[src/rtl/hex_entry_pad.sv]
// hex_entry_pad: five raw board buttons are synchronized and debounced, and
// their press pulses edit a 32-bit hex value one nibble at a time. up/down
// change the nibble under the cursor, left/right move the cursor, and center
// commits the working value to commit_data.
// Optional feature: define HEX_ENTRY_BLINK_EN to blink the digit under the
// cursor through blink_mask. Without it, blink_mask is tied low and no blink
// counter exists.
module hex_entry_pad #(
  parameter int DEBOUNCE_CYCLES = 1000000,
  parameter int BLINK_HALF      = 25000000
) (
  input  logic        clk,
  input  logic        rst_n,
  input  logic        btn_up,
  input  logic        btn_down,
  input  logic        btn_left,
  input  logic        btn_right,
  input  logic        btn_center,
  output logic [31:0] data_out,
  output logic [2:0]  cursor,
  output logic        commit,
  output logic [31:0] commit_data,
  output logic [7:0]  blink_mask
);

  localparam int NB       = 5;
  localparam int B_RIGHT  = 0;
  localparam int B_LEFT   = 1;
  localparam int B_DOWN   = 2;
  localparam int B_UP     = 3;
  localparam int B_CENTER = 4;

  localparam int            CW      = $clog2(DEBOUNCE_CYCLES);
  localparam logic [CW-1:0] CNT_MAX = CW'(DEBOUNCE_CYCLES - 1);

  typedef enum logic [1:0] {DB_S0, DB_W1, DB_S1, DB_W0} db_state_e;

  if (DEBOUNCE_CYCLES < 2 || BLINK_HALF < 1) begin : g_param_check
    $error("hex_entry_pad: DEBOUNCE_CYCLES must be >= 2 and BLINK_HALF >= 1");
  end

  logic [NB-1:0] btn_raw;
  logic [NB-1:0] sync1_q;
  logic [NB-1:0] sync2_q;
  logic [NB-1:0] press;

  assign btn_raw = {btn_center, btn_up, btn_down, btn_left, btn_right};

  // Two-flop synchronizer for every raw button.
  always_ff @(posedge clk or negedge rst_n) begin
    if (!rst_n) begin
      sync1_q <= '0;
      sync2_q <= '0;
    end else begin
      // NOTE: non-blocking assignments make sync2_q take the previous sync1_q,
      // so there really are two flop stages.
      sync1_q <= btn_raw;
      sync2_q <= sync1_q;
    end
  end

  for (genvar b = 0; b < NB; b++) begin : g_db
    db_state_e     state_q, state_d;
    logic [CW-1:0] cnt_q, cnt_d;
    logic          press_q, press_d;

    // Debounce next state: count stable cycles while waiting; pulse on an accepted press.
    always_comb begin
      // NOTE: every output gets a default first, so no path leaves one
      // unassigned and no latch is inferred.
      state_d = state_q;
      cnt_d   = cnt_q;
      press_d = 1'b0;
      unique case (state_q)
        DB_S0: begin
          if (sync2_q[b]) begin
            state_d = DB_W1;
            cnt_d   = '0;
          end
        end
        DB_W1: begin
          if (!sync2_q[b]) begin
            state_d = DB_S0;
            cnt_d   = '0;
          end else if (cnt_q == CNT_MAX) begin
            state_d = DB_S1;
            cnt_d   = '0;
            press_d = 1'b1;
          end else begin
            cnt_d = cnt_q + CW'(1);
          end
        end
        DB_S1: begin
          if (!sync2_q[b]) begin
            state_d = DB_W0;
            cnt_d   = '0;
          end
        end
        DB_W0: begin
          if (sync2_q[b]) begin
            state_d = DB_S1;
            cnt_d   = '0;
          end else if (cnt_q == CNT_MAX) begin
            state_d = DB_S0;
            cnt_d   = '0;
          end else begin
            cnt_d = cnt_q + CW'(1);
          end
        end
        default: begin
          state_d = DB_S0;
          cnt_d   = '0;
        end
      endcase
    end

    // Debounce state, stable-cycle counter and registered press pulse.
    always_ff @(posedge clk or negedge rst_n) begin
      if (!rst_n) begin
        state_q <= DB_S0;
        cnt_q   <= '0;
        press_q <= 1'b0;
      end else begin
        state_q <= state_d;
        cnt_q   <= cnt_d;
        press_q <= press_d;
      end
    end

    assign press[b] = press_q;
  end

  logic [31:0] data_q, data_d;
  logic [31:0] commit_data_q, commit_data_d;
  logic [2:0]  cursor_q, cursor_d;
  logic        commit_q, commit_d;
  logic [4:0]  nib_lsb;

  assign nib_lsb = {cursor_q, 2'b00};

  // Apply the highest-priority press pulse; lower-priority ones in the same cycle are dropped.
  always_comb begin
    data_d        = data_q;
    cursor_d      = cursor_q;
    commit_data_d = commit_data_q;
    commit_d      = 1'b0;
    if (press[B_CENTER]) begin
      commit_data_d = data_q;
      commit_d      = 1'b1;
    end else if (press[B_UP]) begin
      data_d[nib_lsb +: 4] = data_q[nib_lsb +: 4] + 4'd1;
    end else if (press[B_DOWN]) begin
      data_d[nib_lsb +: 4] = data_q[nib_lsb +: 4] - 4'd1;
    end else if (press[B_LEFT]) begin
      cursor_d = cursor_q + 3'd1;
    end else if (press[B_RIGHT]) begin
      cursor_d = cursor_q - 3'd1;
    end
  end

  // Working value, cursor, committed value and commit strobe.
  always_ff @(posedge clk or negedge rst_n) begin
    if (!rst_n) begin
      data_q        <= '0;
      cursor_q      <= '0;
      commit_data_q <= '0;
      commit_q      <= 1'b0;
    end else begin
      data_q        <= data_d;
      cursor_q      <= cursor_d;
      commit_data_q <= commit_data_d;
      commit_q      <= commit_d;
    end
  end

  assign data_out    = data_q;
  assign cursor      = cursor_q;
  assign commit      = commit_q;
  assign commit_data = commit_data_q;

`ifdef HEX_ENTRY_BLINK_EN
  localparam int            BW        = (BLINK_HALF > 1) ? $clog2(BLINK_HALF) : 1;
  localparam logic [BW-1:0] BLINK_MAX = BW'(BLINK_HALF - 1);

  logic [BW-1:0] blink_cnt_q, blink_cnt_d;
  logic          phase_q, phase_d;
  logic          edit_act;

  // An accepted edit is any up/down/left/right pulse that center does not override.
  assign edit_act = ~press[B_CENTER] & (|press[B_UP:B_RIGHT]);

  // Free-running half-period counter; an edit restarts it in the visible phase.
  always_comb begin
    blink_cnt_d = blink_cnt_q + BW'(1);
    phase_d     = phase_q;
    if (edit_act) begin
      blink_cnt_d = '0;
      phase_d     = 1'b0;
    end else if (blink_cnt_q == BLINK_MAX) begin
      blink_cnt_d = '0;
      phase_d     = ~phase_q;
    end
  end

  // Blink counter and phase registers.
  always_ff @(posedge clk or negedge rst_n) begin
    if (!rst_n) begin
      blink_cnt_q <= '0;
      phase_q     <= 1'b0;
    end else begin
      blink_cnt_q <= blink_cnt_d;
      phase_q     <= phase_d;
    end
  end

  assign blink_mask = phase_q ? (8'h01 << cursor_q) : 8'h00;
`else
  assign blink_mask = 8'h00;
`endif

endmodule

[config.mk]
export PLATFORM = sky130hd
export DESIGN_NAME = hex_entry_pad
export DESIGN_NICKNAME = d
export VERILOG_FILES = /design/src/rtl/hex_entry_pad.sv
export SDC_FILE = /design/constraint.sdc
export NUM_CORES = 1
export LEC_CHECK = 0
export CAP_MARGIN = 5
export CORE_UTILIZATION = 52
export CTS_CLUSTER_DIAMETER = 50
export DETAILED_ROUTE_END_ITERATION = 10
export PLACE_DENSITY = 0.8
export RECOVER_POWER = 25
export SLEW_MARGIN = 20
export SYNTH_ARGS = -nofsm -noshare
export SYNTH_HDL_FRONTEND = slang
export SYNTH_SLANG_ARGS = --single-unit
[constraint.sdc]
create_clock -name clk -period 2.74 [get_ports clk]
set_clock_uncertainty 0.2 [all_clocks]
set_input_delay 0.548 -clock clk [delete_from_list [all_inputs] [get_ports clk]]
set_output_delay 0.548 -clock clk [all_outputs]
set_load 0.03 [all_outputs]
### After elaboration in Yosys (flattened, before gate mapping)

Index checks and enable logic that the tools add are counted.

| word-level totals | value |
|---|---|
| register bits after elaboration | 193 |
| bits in latches | 0 |
| memory bits (writable) | 0 |
| ROM bits | 0 |
| bits of input ports | 7 |
| memories kept | 0 |

| cells by class | value |
|---|---|
| $add $sub $neg | 10 |
| multiply operators | 0 |
| divide/modulo/power cells | 0 |
| order comparisons | 0 |
| eq/ne operators | 40 |
| shifts and indexed selects | 4 |
| muxes and demuxes | 87 |
| bitwise gates (word level) | 3 |
| reductions and logical operators | 19 |

Operators by type and width:

| kind | number |
|---|---|
| two-way mux 20 bit | 25 |
| case mux 20 bit (4 select lines) | 5 |
| adder 20 x 1 -> 20 bit (second input constant) | 5 |
| == test 20 bit (second input constant) | 5 |
| bitwise mux 32 bit | 2 |
| two-way mux 32 bit | 2 |
| indexed part select 4 x 7 -> 32 bit | 2 |
| two-way mux 2 bit | 30 |
| case mux 2 bit (4 select lines) | 5 |
| variable shift 4 x 7 -> 32 bit (first input constant) | 1 |
| indexed part select 32 x 6 -> 4 bit | 1 |
| != test 3 bit (second input constant) | 10 |
| AND reduction 4 bit | 6 |
| == test 2 bit (second input constant) | 10 |
| != test 2 bit (second input constant) | 10 |
| two-way mux 1 bit | 16 |
| AND reduction 2 bit | 6 |
| == test 2 x 1 -> 1 bit (second input constant) | 5 |
| zero test 2 bit | 5 |
| negator 5 -> 7 bit | 1 |
| two-way mux 3 bit | 2 |
| adder 4 x 1 -> 4 bit (second input constant) | 1 |
| nonzero test 2 bit | 2 |
| subtractor 4 x 1 -> 4 bit (second input constant) | 1 |
| 3 further kinds | 5 |

### Longest topological paths before layout

| logic depth | value |
|---|---|
| depth after elaboration | 6 |
| depth in mapped cells | 10 |
| depth with buffers taken out | 8 |

### Least setup slack after synthesis

OpenSTA, ideal clock, no wires.

| path | value |
|---|---|
| kind | register to register |
| from | register cursor_q[0], in the netlist cursor[0] |
| to | register data_q[14], in the netlist data_out[14] |
| library setup time | 125 ps |
| arrival | 2620 ps |
| data required time | 2415 ps |
| setup slack | -205 ps |
| cell stages (with the launch flop) | 9 |
| buffers on the path | 0 |
| clock period less this slack | 2945 ps |
| cells stage by stage | dfrtp_1 > mux4_1 > mux2i_1 > inv_1 > ha_1 > mux2i_1 > xnor2_1 > nor3_1 > mux2_2 |

| on the way | value |
|---|---|
| longest elaborated chain between the ends | 6 |
| elaborated cells between the ends (all ways) | 11 |
| those cells by class | add/sub: 3; shift: 4; mux: 4 |

RTL lines:

| element | line | RTL |
|---|---|---|
| from (decl) | 135 | `logic [2:0] cursor_q, cursor_d;` |
| from (signal assigned) | 170 | `cursor_q <= cursor_d;` |
| indexed part select 32 x 6 -> 4 bit | 151, 153 |  |
| subtractor 4 x 1 -> 4 bit | 153 | `data_d[nib_lsb +: 4] = data_q[nib_lsb +: 4] - 4'd1;` |
| indexed part select 4 x 7 -> 32 bit | 153 |  |
| bitwise mux 32 bit | 153 |  |
| two-way mux 32 bit | 152 | `end else if (press[B_DOWN]) begin` |
| two-way mux 32 bit * | 150 | `end else if (press[B_UP]) begin` |
| to (signal assigned) | 169 | `data_q <= data_d;` |
| to (decl) | 133 | `logic [31:0] data_q, data_d;` |

Mark *: on every way between the ends. The rest lies on a longest branch, timed or not. The select of a mux whose other input is x is not followed.
A chain may end at the register's enable or synchronous reset.

### Worst setup path in the final report

| path | value |
|---|---|
| from | register cursor_q[0], in the netlist cursor[0] |
| to | register data_q[10], in the netlist data_out[10] |

Same word-level chain as after synthesis.

==> qor.yml <==
global_routing:
  grt_max_degree: 60
  antenna_found_initial: 0
  grt_pass1_wl_mm: 32.5
  grtUsageTotal_pct: 22.7
  grt_overflow: 0
  grt_pass1_vias: 6518
power:
  ir_drop_v: 0.000456
  p_leak_nw: 4.89
  power_density_mw_per_mm2: 625
logic_synthesis:
  synth_area_mm2: 0.00918
  yosysSeqAreaShare_pct: 52.6
  ys_ff_latch: 193
  ys_warn_count: 0
  syn_avg_cell_area_um2: 10.6
  netlist_instances: 864
  ys_types: 57
  ys_async_sr_fraction_pct: 100
  synth_edf_count: 0
  ys.flop_type: "dfrtp_1"
flow_run:
  cap_violations: 1
final_layout:
  final_cell_mix: "dfrtp_1 (192), nor2_1 (102), o21ai_0 (74)"
  layout.nets: 987
  stdcell_count: 1208
  layout_commonest_cell: "dfrtp_1"
  layout-drive-gt1-share_pct: 15.6
  area_delta_synth_final_pct: 20.1
  diodes: 0
cts:
  clock_path_buffers: 2
  clock-sinks: 193
  cts_buffers: 17
  root_buffer: "clkbuf_16"
  clkSlewWorstSetupHoldPaths_ns: 0.07
  cts_tree: "done"
  htree_levels: 4
  insertion_delay_ns: 0.43
drt:
  wire_per_inst_um: 15.9
  first_pass_iters: 5
  ant_nets: 0
  route.vias.total: 6810
  wl_mm: 19.2
  drt_iter0_drc: 493
  via_per_inst: 5.64
  drc: 0
worst_setup_path:
  crit_path_max_incr_delay_ns: 0.62
  critPathKind: "reg -> reg"
  crit_required_ns: 2.85
  r2r_cells: 8
  cp_cell_sequence: "mux4_1, mux2i_2, inv_1, ha_1, mux2i_2, xnor2_2, nor3_1, mux2_2"
  r2r_start: "cursor[0]$_DFFE_PN0P_"
  cp-start-kind: "flop"
  crit_top_cell: "mux2i_2"
  worstSetupStartpoint: "cursor[0]$_DFFE_PN0P_"
  arrival_ns: 2.79
  endpoint: "data_out[10]$_DFFE_PN0P_"
  r2r_end: "data_out[10]$_DFFE_PN0P_"
  crit_fanout: 5
  cp-end-kind: "flop"
  r2r_setup_slack_ns: 0.06
  cp_slowest_cell: "mux4_1"
timing:
  max_slew_margin_pct: -1.10
  setup_viol: 0
  period_share_pct: 97.8
  max_freq_mhz: 373
  drv_slew: 58
  finalCriticalPeriod_ns: 2.68
  worst_slack_ns: 0.0600
  timing_hold_violations_final: 0
  tightest_slew_ns: 1.52
floorplanning:
  num_rows: 48
  core-area_mm2: 0.0173
  die_height_um: 135
  die_w_um: 135
  die_area_mm2: 0.0182
  start_util_pct: 53.1
  io_pins: 83
run_status:
  violations: "capacitance limit, slew limit"
  status: "finished with violations"
placement:
  io_buffers: 74
  dp_worst_setup_slack_ns: 0.0377
  dpl.hpwl_mm: 13.6
  place.gp.congestion: 0.874
  dp.cells: 1174
hold_path:
  hold_path_class: "reg -> reg"
==> per-stage QoR <==
| stage | area (um^2) | power (W) | utilization, % | hold slack [ns] | setup TNS (ns) |
|---|---|---|---|---|---|
| 2_1_floorplan | 9210 | 0.00398 | - | 0.0524 | 0 |
| 3_3_place_gp | 10400 | 0.00435 | 60.1 | 0.132 | 0 |
| 3_5_place_dp | 10400 | 0.00440 | 60.1 | 0.135 | 0 |
| 4_1_cts | 11000 | 0.00694 | 63.6 | 0.150 | 0 |
| 5_1_grt | 11000 | 0.00724 | 63.8 | 0.161 | -0.141 |
| 6_report | 11000 | 0.00689 | 63.8 | 0.149 | 0 |
==> layout make-up <==
type	count	area [um^2]
Multi-Input combinational cell	625	4170
Sequential cell	193	4830
Tap cell	225	282
Inverter	15	56.3
Timing Repair Buffer	118	1090
Clock inverter	14	165
Clock buffer	18	439
Fill cell	1321	6270
==> worst max-delay path: cells and delay by family, from the launching register on <==
kind	cells	cell delay [ns]
XOR/XNOR	1	0.19
multiplexers	4	1.33
adder cells (fa/ha/maj)	1	0.21
AND/OR/NAND/NOR	1	0.10
flip-flops	1	0.45
buffers and inverters	1	0.07
==> routing by layer <==
layer	GRT usage (%)	wire [um]	vias to the layer above
met4	8.24	376	0
met5	0	0	-
met1	31.6	8820	3325
met3	3.87	815	30
met2	35.8	9150	192
li1	-	-	3263
==> where the power goes <==
part | internal [W] | switching [W]
combinational | 0.000431 | 0.000761
clock | 0.00146 | 0.00108
sequential | 0.00300 | 0.000159
==> state kept, by name (all words and copies together), names as in the netlist, named ones only <==
signal        count
g_db.cnt_q      100
commit_data      32
data_out         24
g_db.press_q      5
g_db.state_q      5
sync1_q           5
sync2_q           5
cursor            3
commit            1
==> cell families after synthesis <==
logic type	after synthesis	share of synthesized area [%]
xor gates and xnor gates	60	5.81
AOI/OAI and AO/OA	129	8.15
and+or+nand+nor	341	18.6
DFF	193	52.6
other	1	0.0408
buffers and inverters	53	2.70
muxes	77	10.7
adders and majority gates	10	1.44
==> Yosys cell counts (3+ instances only) <==
cell type / number / area [um^2]
mux2_2: 64 / 721
inv_1: 14 / 52.6
and4_1: 6 / 52.6
dfrtp_1: 193 / 4830
nand2b_1: 6 / 37.5
nand3_1: 38 / 190
nor3_1: 9 / 45.0
xor2_1: 37 / 324
and2_1: 6 / 37.5
o2111ai_1: 3 / 26.3
or3_1: 9 / 56.3
nand2_1: 72 / 270
nor4b_1: 5 / 43.8
buf_1: 3 / 11.3
buf_2: 6 / 30.0
a21oi_1: 18 / 90.1
xnor2_1: 22 / 193
ha_1: 9 / 113
nor3b_1: 4 / 30.0
buf_4: 9 / 67.6
nor4_1: 7 / 43.8
o31ai_1: 24 / 180
mux4_1: 7 / 184
clkbuf_1: 19 / 71.3
mux2i_1: 4 / 40.0
nand4_1: 24 / 150
o21ai_0: 74 / 370
and4b_1: 3 / 30.0
and3_1: 21 / 131
nor2_1: 103 / 387
nor2b_1: 13 / 81.3
==> worst min path at each step <==
stage	start	end	slack [ns]	cells after the start
after detailed placement	sync1_q[0]$_DFF_PN0_	sync2_q[0]$_DFF_PN0_	0.13	0
after CTS	sync1_q[0]$_DFF_PN0_	sync2_q[0]$_DFF_PN0_	0.15	0
final	sync1_q[0]$_DFF_PN0_	sync2_q[0]$_DFF_PN0_	0.15	0
after global placement	sync1_q[4]$_DFF_PN0_	sync2_q[4]$_DFF_PN0_	0.13	0
after floorplan	rst_n	asynchronous set/reset pin	0.05	0
after global routing	sync1_q[2]$_DFF_PN0_	sync2_q[2]$_DFF_PN0_	0.16	0
==> timing repair <==
action / in CTS / in global routing
hold endpoints to repair: 54 / 0
setup endpoints to repair: 0 / 17
buffers inserted: 0 / 1
hold buffers: 1 / 0
gates resized for setup: 0 / 5
Note: power is estimated with default switching activity, not from simulation.
